`config.mk`:
```
export PLATFORM = sky130hd
export DESIGN_NAME = cmp_zelg_serial
export DESIGN_NICKNAME = d
export VERILOG_FILES = /design/src/rtl/cmp_zelg_pkg.sv /design/src/rtl/cmp_zelg_digit.sv /design/src/rtl/cmp_zelg_serial.sv
export SDC_FILE = /design/constraint.sdc
export NUM_CORES = 1
export LEC_CHECK = 0
export CAP_MARGIN = 20
export CORE_MARGIN = 3
export CORE_UTILIZATION = 39
export CTS_BUF_LIST = sky130_fd_sc_hd__clkbuf_8 sky130_fd_sc_hd__clkbuf_16
export CTS_CLUSTER_DIAMETER = 60
export DETAILED_ROUTE_END_ITERATION = 7
export GPL_TIMING_DRIVEN = 0
export MAX_ROUTING_LAYER = met4
export PLACE_DENSITY_LB_ADDON = 0.2
export SLEW_MARGIN = 0
export SYNTH_ARGS = -nofsm -noshare
export SYNTH_HDL_FRONTEND = slang
export SYNTH_SLANG_ARGS = --single-unit
```
`constraint.sdc`:
```
create_clock -name i_clk -period 2.4 [get_ports i_clk]
set_input_delay 0.36 -clock i_clk [delete_from_list [all_inputs] [get_ports i_clk]]
set_output_delay 0.36 -clock i_clk [all_outputs]
set_load 0.005 [all_outputs]
```
`src/rtl/cmp_zelg_pkg.sv`:
```
// Shared definitions for the serial ZELG comparator: state encoding,
// digit-count helper and flag bit positions.
package cmp_zelg_pkg;

  typedef enum logic [1:0] {
    IDLE = 2'd0,
    SCAN = 2'd1,
    DONE = 2'd2
  } state_t;

  localparam int unsigned FLAG_Z = 0;
  localparam int unsigned FLAG_E = 1;
  localparam int unsigned FLAG_L = 2;
  localparam int unsigned FLAG_G = 3;
  localparam int unsigned FLAG_W = 4;

  // Number of digits needed to cover a width (ceil division).
  function automatic int unsigned num_digits(input int unsigned width, input int unsigned digit);
    return (width + digit - 1) / digit;
  endfunction

endpackage

```
`src/rtl/cmp_zelg_digit.sv`:
```
// Combinational unsigned compare of one digit.
module cmp_zelg_digit #(
  parameter int unsigned p_DIGIT = 1
) (
  input  logic [p_DIGIT-1:0] a,
  input  logic [p_DIGIT-1:0] b,
  output logic               eq_c,
  output logic               lt_c
);

  assign eq_c = (a == b);
  assign lt_c = (a < b);

endmodule

```
`src/rtl/cmp_zelg_serial.sv`:
```
// Multi-cycle ZELG comparator: scans operands MSB-first one digit per cycle
// and stops at the first differing digit.
module cmp_zelg_serial
  import cmp_zelg_pkg::*;
#(
  parameter int unsigned p_WIDTH     = 16,
  parameter int unsigned p_DIGIT     = 1,
  parameter int unsigned p_SIGNED_EN = 1
) (
  input  logic               i_clk,
  input  logic               i_reset,
  input  logic               i_start,
  input  logic               i_signed,
  input  logic [p_WIDTH-1:0] i_a,
  input  logic [p_WIDTH-1:0] i_b,
  output logic               o_busy,
  output logic               o_done,
  output logic               o_z,
  output logic               o_e,
  output logic               o_l,
  output logic               o_g
);

  localparam int unsigned N   = num_digits(p_WIDTH, p_DIGIT);
  localparam int unsigned EXT = N * p_DIGIT;
  localparam int unsigned IW  = (N > 1) ? $clog2(N) : 1;

  state_t              state;
  logic [EXT-1:0]      a_sh;
  logic [EXT-1:0]      b_sh;
  logic [IW-1:0]       idx;
  logic                z_lat;
  logic [FLAG_W-1:0]   flags;
  logic                busy;
  logic                done;

  logic                sgn_c;
  logic [p_WIDTH-1:0]  a_mod_c;
  logic [p_WIDTH-1:0]  b_mod_c;
  logic                dig_eq_c;
  logic                dig_lt_c;
  logic                last_c;

  // Offset-binary: flipping the sign bit makes an unsigned compare signed.
  always_comb begin
    sgn_c   = (p_SIGNED_EN != 0) && i_signed;
    a_mod_c = i_a;
    b_mod_c = i_b;
    a_mod_c[p_WIDTH-1] = i_a[p_WIDTH-1] ^ sgn_c;
    b_mod_c[p_WIDTH-1] = i_b[p_WIDTH-1] ^ sgn_c;
  end

  cmp_zelg_digit #(.p_DIGIT(p_DIGIT)) u_digit (
    .a    (a_sh[EXT-1 -: p_DIGIT]),
    .b    (b_sh[EXT-1 -: p_DIGIT]),
    .eq_c (dig_eq_c),
    .lt_c (dig_lt_c)
  );

  assign last_c = !dig_eq_c || (idx == '0);

  always_ff @(posedge i_clk) begin
    if (i_reset) begin
      state <= IDLE;
      a_sh  <= '0;
      b_sh  <= '0;
      idx   <= '0;
      z_lat <= 1'b0;
      flags <= '0;
      busy  <= 1'b0;
      done  <= 1'b0;
    end else begin
      case (state)
        IDLE: begin
          if (i_start) begin
            a_sh  <= EXT'(a_mod_c);
            b_sh  <= EXT'(b_mod_c);
            z_lat <= (i_a == '0);
            idx   <= IW'(N - 1);
            busy  <= 1'b1;
            state <= SCAN;
          end
        end
        SCAN: begin
          if (last_c) begin
            // Flags land together with the done pulse.
            flags[FLAG_Z] <= z_lat;
            flags[FLAG_E] <= dig_eq_c;
            flags[FLAG_L] <= !dig_eq_c && dig_lt_c;
            flags[FLAG_G] <= !dig_eq_c && !dig_lt_c;
            done          <= 1'b1;
            state         <= DONE;
          end else begin
            a_sh <= a_sh << p_DIGIT;
            b_sh <= b_sh << p_DIGIT;
            idx  <= idx - IW'(1);
          end
        end
        DONE: begin
          done  <= 1'b0;
          busy  <= 1'b0;
          state <= IDLE;
        end
        default: state <= IDLE;
      endcase
    end
  end

  assign o_busy = busy;
  assign o_done = done;
  assign o_z    = flags[FLAG_Z];
  assign o_e    = flags[FLAG_E];
  assign o_l    = flags[FLAG_L];
  assign o_g    = flags[FLAG_G];

endmodule

```
Yosys cells after proc, flatten, opt, wreduce, memory -nomap -nowiden:

Index checks and enable logic that the tools add are counted.

* equal/unequal tests: 6
* $lt $le $gt $ge: 1
* muxes and demuxes: 16
* reductions and logical operators: 17
* bitwise gates (word level): 2
* add/sub/neg operators: 1

Operators with widths (count)
* two-way mux 16 bit: 4
* one-hot mux 16 bit (2 select lines): 2
* logical NOT 16 bit: 1
* AND reduction 2 bit: 5
* two-way mux 4 bit: 2
* one-hot mux 4 bit (2 select lines): 1
* inequality test 2 bit (second input constant): 3
* nonzero test 2 bit: 3
* logical NOT 4 bit: 1
* two-way mux 2 bit: 2
* one-hot mux 1 bit (2 select lines): 2
* one-hot mux 2 bit (2 select lines): 1
* subtractor 4 x 1 -> 4 bit (second input constant): 1
* AND reduction 3 bit: 1
* equality test 2 x 1 -> 1 bit (second input constant): 1
* equality test 2 bit (second input constant): 1
* logical AND 1 bit: 2
* logical NOT 1 bit: 2
* logical NOT 2 bit: 1
* two-way mux 1 bit: 2
* XOR 1 bit: 2
* equality test 1 bit: 1
* logical OR 1 bit: 1
* less-than comparator 1 bit: 1

* output and inout port bits: 6
* flip-flop bits (word level): 45
* bits of input ports: 36

Logic depth before layout (Yosys ltp):

Gate-level depths: netlist of run 1.

* word-level depth: 5
* mapped depth: 7

Modules after synthesis:

Synthesis of run 1 repeated with hierarchy kept, for this count alone.

* cells, all modules: 249
* area, all modules: 2179.6 µm²

Modules (own cells, without submodules)
* cmp_zelg_serial: times used 1, cells each 247, area an instance 2163.3 µm²
* cmp_zelg_digit: times used 1, cells each 2, area an instance 16.3 µm²

Worst setup path after synthesis of run 1:

OpenSTA, ideal clock, no wires.

* path kind: flip-flop to flip-flop
* start point: register b_sh[15]
* end point: register idx[3]
* data arrival time: 1.581 ns
* setup slack: 0.701 ns
* buffers on the path: 2
* period minus slack after synthesis: 1.699 ns
* cell stages (with the launch flop): 8
* library setup time: 0.118 ns
* cell sequence: dfxtp_1 inv_1 ha_1 and3b_1 buf_4 a21o_1 buf_6 o2111a_1

* cells in the longest elaborated chain, start to end: 5

RTL lines
* from (decl): RTL line cmp_zelg_serial.sv:30 `logic [EXT-1:0] b_sh;`
* from (signal assigned): RTL line cmp_zelg_serial.sv:77 `b_sh <= EXT'(b_mod_c);`
* from (signal assigned): RTL line cmp_zelg_serial.sv:95 `b_sh <= b_sh << p_DIGIT;`
* equality test 1 bit: RTL line cmp_zelg_digit.sv:11 `assign eq_c = (a == b);`
* named net dig_eq_c: RTL line cmp_zelg_serial.sv:40 `logic dig_eq_c;`
* logical NOT 1 bit: RTL line cmp_zelg_serial.sv:60 `assign last_c = !dig_eq_c || (idx == '0);`
* logical OR 1 bit: RTL line cmp_zelg_serial.sv:60
* inequality test 2 bit (no line)
* AND reduction 3 bit (no line)
* to (signal assigned): RTL line cmp_zelg_serial.sv:79 `idx <= IW'(N - 1);`
* to (signal assigned): RTL line cmp_zelg_serial.sv:96 `idx <= idx - IW'(1);`
* to (decl): RTL line cmp_zelg_serial.sv:31 `logic [IW-1:0] idx;`

The timed path passes the listed nets, and every way through them passes these cells.
A chain may end at the register's enable or synchronous reset.

Worst setup path in the final report of run 1:

* start point: register b_sh[15]
* end point: register b_sh[7]

* cells in the longest elaborated chain, start to end: 5

RTL lines (RTL line)
* equality test 1 bit: cmp_zelg_digit.sv:11
* named net dig_eq_c: cmp_zelg_serial.sv:40
* logical NOT 1 bit: cmp_zelg_serial.sv:60
* logical OR 1 bit: cmp_zelg_serial.sv:60
* inequality test 2 bit (no line)
* AND reduction 3 bit (no line)

The timed path passes the listed nets, and every way through them passes these cells.

==> flow_summary.yaml, run 1 <==
outcome:
  status: "complete, no violations"
logic_synthesis:
  postSynthCellCount: 223
  syn_area_per_cell_sq_um: 10.10
  synth_top_area_cell: "dfxtp_1"
  synthTopCellsByArea: "dfxtp_1 (40%), a211oi_1 (16%), mux2i_1 (15%)"
  synth.top_cells.by_count: "a211oi_1 (48), dfxtp_1 (45), mux2i_1 (33)"
  synthDistinctLibCells: 35
  synth_top_area_share_pct: 40.00
  async_flop_share_pct: 0
  yosysWarnings: 0
  synth_edf_count: 0
  synth_ff_type: "dfxtp_1"
  ys_seq_area_share_pct: 40.00
  syn_area_sq_mm: 0.002252
  synth_fp_nets: 262
  synth_most_common_cell: "a211oi_1"
  ys_ff_latch: 45
clocking:
  ctsResizeCount: 0
  hold_buffers: 0
  clockBufferDepth: 2
  cts_max_level: 2
  clk_latency_ns: 0.30
  cts_made_buffers: 5
  postCtsSetupRepairBufs: 0
  clock-sinks: 45
  cts_root_buffer: "clkbuf_8"
  clk_pin_slew_worst_paths_ns: 0.08
  cts_tree: "built"
critical_path:
  crit_required_ns: 2.61
  worstReg2RegEnd: "b_sh[7]"
  r2r_cells: 7
  cp_common_cell: "a211oi_1"
  crit_path_cell_trace: "inv_1, ha_1, and3b_1, buf_4, clkbuf_1, a211oi_1, a211oi_1"
  path_class: "flop to flop"
  worst_setup_path_start_kind: "flop"
  cp-end-kind: "flop"
  cpPeakStageDelay_ns: 0.41
  path_max_fanout: 10
  critPathSlowestCell: "clkbuf_1"
  r2r-start: "b_sh[15]"
  arrival_ns: 2.20
  cp.buffers_inverters: 3
  crit_family: "buffers and inverters"
  r2r_slack_ns: 0.42
place:
  placedCellCount: 336
  placed_area_sq_mm: 0.002753
  io_buffers: 41
  dp_hpwl_mm: 3.853
  place_congestion: 0.7856
worst_hold_path:
  hold_end: "flags[3]"
  worstHoldStart: "flags[3]"
  min_path_type: "flop to flop"
  hold_depth: 2
detailed_routing:
  dr.pass1.iters: 4
  vias: 1896
  drc: 0
  viasPerCell: 5.512
  wl_per_cell_microns: 15.95
  routed_wirelength_mm: 5.487
  drt-initial-drc-count: 120
  antenna_left: 0
global_routing:
  grt_pass1_vias: 1833
  antenna_found_initial: 0
  grt_first_pass_wirelength_mm: 9.170
  grt_max_degree: 14
  track_usage_pct: 18.35
  overflow: 0
floorplanning:
  die_h_microns: 81.99
  core_sq_mm: 0.005540
  die_w_microns: 81.99
  rows: 27
  start_util_pct: 40.65
  dieArea_sq_mm: 0.006722
  pin_count: 42
sta:
  relSlewSlack_pct: 54.32
  fin_worst_skew_ns: 0.003792
  holdWs_ns: 0.4589
  worstMarginPinSlew_ns: 0.6822
  hold_viol: 0
  max_freq_mhz: 504.4
  post-route-period-util_pct: 82.60
  period_needed_ns: 1.982
  report.final.slew_viol_count: 0
  setup_violations: 0
  setup_tns_ns: 0
  rsz0062_at_grt: "false"
power_and_ir_drop:
  power_density_mw_per_mm2: 818.5
  p_leak_uw: 0.001142
  ir_drop_mv: 0.3267
run:
  maxCapViolations: 0
cells_and_area:
  layout.nets: 310
  area_growth_pct: 27.39
  fin_area_sq_mm: 0.002869
  drive_gt1_share_pct: 12.50
  fin_cells: 344
  diodes: 0
worst min-delay path, delay by kind of cell (launching register included):
family / cells / cell delay [ns]
flops: 1 / 0.31
mux: 1 / 0.05
simple gates: 1 / 0.05
power by group:
part	switching, uW	internal, uW
Sequential	82.2	880
Combinational	418	368
Clock	264	335
cell type report:
class,instances,area (sq um)
plain buffers,22,131.4
clock inverters,2,33.78
repair buffers,41,410.4
fillers,555,2671
flip-flops and latches,45,900.9
inverters,8,30.03
multi-input cells,148,1190
clock buffers,6,82.58
well taps,72,90.09
worst max-delay path by stage:
stage / startpoint / endpoint / slack [ns] / depth (start not counted)
2_1_floorplan: b_sh[15] / idx[3] / 0.70 / 7
3_3_place_gp: i_reset / state[1] / 0.21 / 4
3_5_place_dp: i_start / b_sh[7] / 0.20 / 5
4_1_cts: b_sh[15] / b_sh[7] / 0.43 / 7
5_1_grt: b_sh[15] / a_sh[12] / 0.22 / 7
6_report: b_sh[15] / b_sh[7] / 0.42 / 7
sequential cells by signal (all words and copies together) (netlist names):
register,flops
a_sh,16
b_sh,16
flags,4
idx,4
o_busy,1
o_done,1
state,2
z_lat,1
cell families after synthesis:
family	share of synthesized area, %
AO/OA/AOI/OAI	27.61
flip-flops	40.00
multiplexers	14.67
AND/OR/NAND/NOR	8.111
buffers and inverters	7.166
adder cells (fa/ha/maj)	1.667
XOR/XNOR	0.7779
per-stage QoR:
step                      worst slack (ns)  power [uW]  util, %
final                               0.4175        2348    51.78
after floorplan                     0.7010        1527        -
after global routing                0.2154        2492    51.78
after CTS                           0.4313        2359    51.78
after detailed placement            0.2018        1763    49.68
after global placement              0.2132        1747    49.68
per-layer routing:
layer	wire, microns	part of all wire (%)	vias to the layer above	global-route usage [%]
li1	-	-	949	-
met1	2724	50	904	24.77
met2	2502	46	35	27.38
met3	183	3.3	8	3.070
met4	76	1.4	0	6.977
met5	0	0	-	-
cell usage in the layout, fill, tap and decap left out, types with 3 or more instances in the layout:
| cell | instances |
|---|---|
| a211o_1 | 4 |
| a211oi_1 | 48 |
| a211oi_2 | 9 |
| a21oi_1 | 7 |
| buf_2 | 9 |
| buf_6 | 4 |
| clkbuf_1 | 7 |
| clkbuf_8 | 6 |
| clkdlybuf4s50_1 | 41 |
| dfxtp_1 | 45 |
| ha_1 | 3 |
| inv_1 | 8 |
| mux2i_1 | 33 |
| nand2_1 | 10 |
| nand2b_1 | 3 |
| nor2_1 | 4 |
| nor3_1 | 3 |
| nor4_1 | 3 |
No activity file was read; power rests on OpenSTA's default activity.
==> run 2: changes to the inputs <==
==> constraint.sdc (replaced) <==
create_clock -name i_clk -period 1.8 [get_ports i_clk]
set_input_delay 0.27 -clock i_clk [delete_from_list [all_inputs] [get_ports i_clk]]
set_output_delay 0.27 -clock i_clk [all_outputs]
set_load 0.005 [all_outputs]
==> flow_summary.yaml, run 2 (synthesis gave the netlist of run 1 again) <==
outcome:
  status: "finished, violations left"
  violations: "setup timing"
global_routing:
  grt_first_pass_wirelength_mm: 9.494
  grt_max_degree: 14
  overflow: 0
  antenna_found_initial: 0
  grt_pass1_vias: 1900
  track_usage_pct: 19.08
power_and_ir_drop:
  pwr-share-clk_pct: 22.5
  comb_power_share_pct: 40.9
  swShare_pct: 33.92
  power_density_mw_per_mm2: 1095
  ir_drop_mv: 0.4537
  switchingPower_uw: 1216
  p_leak_uw: 0.001280
  p_int_uw: 2369
  sequentialPowerShare_pct: 36.6
critical_path:
  critPathSlowestCell: "or3b_4"
  arrival_ns: 2.01
  cp-end-kind: "flop"
  r2r_slack_ns: -0.01
  worst_setup_path_start_kind: "flop"
  cpPeakStageDelay_ns: 0.39
  path_class: "flop to flop"
  crit_path_cell_trace: "inv_2, ha_4, or3b_4, buf_6, a21o_4, buf_6, o2111a_1"
  cp_common_cell: "buf_6"
  path_max_fanout: 6
  crit_required_ns: 2.00
sta:
  fin_worst_skew_ns: 0.007688
  report.final.slew_viol_count: 0
  max_freq_mhz: 551.3
  setup_tns_ns: -0.01400
  period_needed_ns: 1.814
  relSlewSlack_pct: 56.05
  post-route-period-util_pct: 100.8
  setup_violations: 1
  worstMarginPinSlew_ns: 0.6592
  hold_viol: 0
  fin_ws_ns: -0.01400
  rsz0062_at_grt: "true"
place:
  place_congestion: 0.7856
  placed_area_sq_mm: 0.002753
  dp_hpwl_mm: 3.853
  io_buffers: 41
clocking:
  cts_tree: "built"
  clk_pin_slew_worst_paths_ns: 0.09
  cts_root_buffer: "clkbuf_8"
  clockBufferDepth: 2
  clk_latency_ns: 0.30
  cts_made_buffers: 5
  clock-sinks: 45
  cts_max_level: 2
floorplanning:
  core_sq_mm: 0.005540
  dieArea_sq_mm: 0.006722
  rows: 27
  start_util_pct: 40.65
  pin_count: 42
  die_h_microns: 81.99
  die_w_microns: 81.99
detailed_routing:
  wl_per_cell_microns: 16.80
  viasPerCell: 5.551
  drc: 0
  vias: 1976
  routed_wirelength_mm: 5.982
  dr.pass1.iters: 4
  drt-initial-drc-count: 121
  antenna_left: 0
cells_and_area:
  drive_gt1_share_pct: 34.51
  layout_common_cells: "a211oi_2 (45), dfxtp_1 (42), clkdlybuf4s50_1 (41)"
  layout.nets: 322
  diodes: 0
  reg_top3: "a_sh (16), b_sh (16)"
  n_fill_cell: 507
  final_common_cell: "a211oi_2"
  area_growth_pct: 45.33
  fin_area_sq_mm: 0.003273
worst_hold_path:
  min_path_type: "flop to flop"
run:
  maxCapViolations: 0
-- run 2: critical path, delay by kind of cell (launching register included) --
family	cells	cell delay, ns
AO/OA/AOI/OAI	2	0.47
flip-flops	1	0.33
AND/OR/NAND/NOR	1	0.39
buffers and inverters	3	0.37
adder cells (fa/ha/maj)	1	0.14
-- run 2: final cells by class --
type | instances | area, sq um | area share (%)
Buffer | 22 | 163.9 | 5.008
Clock buffer | 6 | 82.58 | 2.523
Clock inverter | 2 | 33.78 | 1.032
Inverter | 8 | 30.03 | 0.9174
Multi-Input combinational cell | 148 | 1435 | 43.85
Sequential cell | 45 | 904.6 | 27.64
Tap cell | 72 | 90.09 | 2.752
Timing Repair Buffer | 53 | 533.0 | 16.28
-- run 2: layer usage --
layer / global-route usage, % / wire length [microns] / vias up
met1: 25.23 / 2787 / 945
met5: - / 0 / -
met3: 3.070 / 287 / 5
met4: 6.811 / 64 / 0
li1: - / - / 975
met2: 29.40 / 2843 / 51
-- run 2: repair_timing --
item	CTS	global route
hold buffers	0	0
gates resized for setup	14	57
pin swaps	2	3
gates cloned	2	2
setup endpoints to repair	31	41
setup buffers	1	7
-- run 2: final timing paths --
check             cells after the start        to      from
setup / recovery                      7    idx[3]    idx[0]
hold reg to reg                       2  flags[3]  flags[3]
hold / removal                        2  flags[3]  flags[3]
setup reg to reg                      7    idx[3]    idx[0]
-- run 2: power groups by stage --
| stage | combinational (uW) | clock (uW) | sequential, uW |
|---|---|---|---|
| finish | 1460 | 807 | 1310 |
| global route | 1590 | 857 | 1340 |
| CTS | 1120 | 816 | 1290 |
| detailed placement | 1050 | 0 | 1300 |
| global placement | 1030 | 0 | 1300 |
| floorplan | 760 | 0 | 1280 |
-- run 2: through the flow --
stage	util (%)	worst slack [ns]	total power, uW	hold WS, ns	cells
after floorplan	-	0.1010	2036	0.4060	223
after global routing	59.08	-0.07207	3780	0.4845	356
after CTS	52.96	0.002236	3221	0.4667	347
after detailed placement	49.68	-0.3082	2350	0.4540	336
final	59.08	-0.01400	3585	0.4592	356
after global placement	49.68	-0.2968	2329	0.4445	336
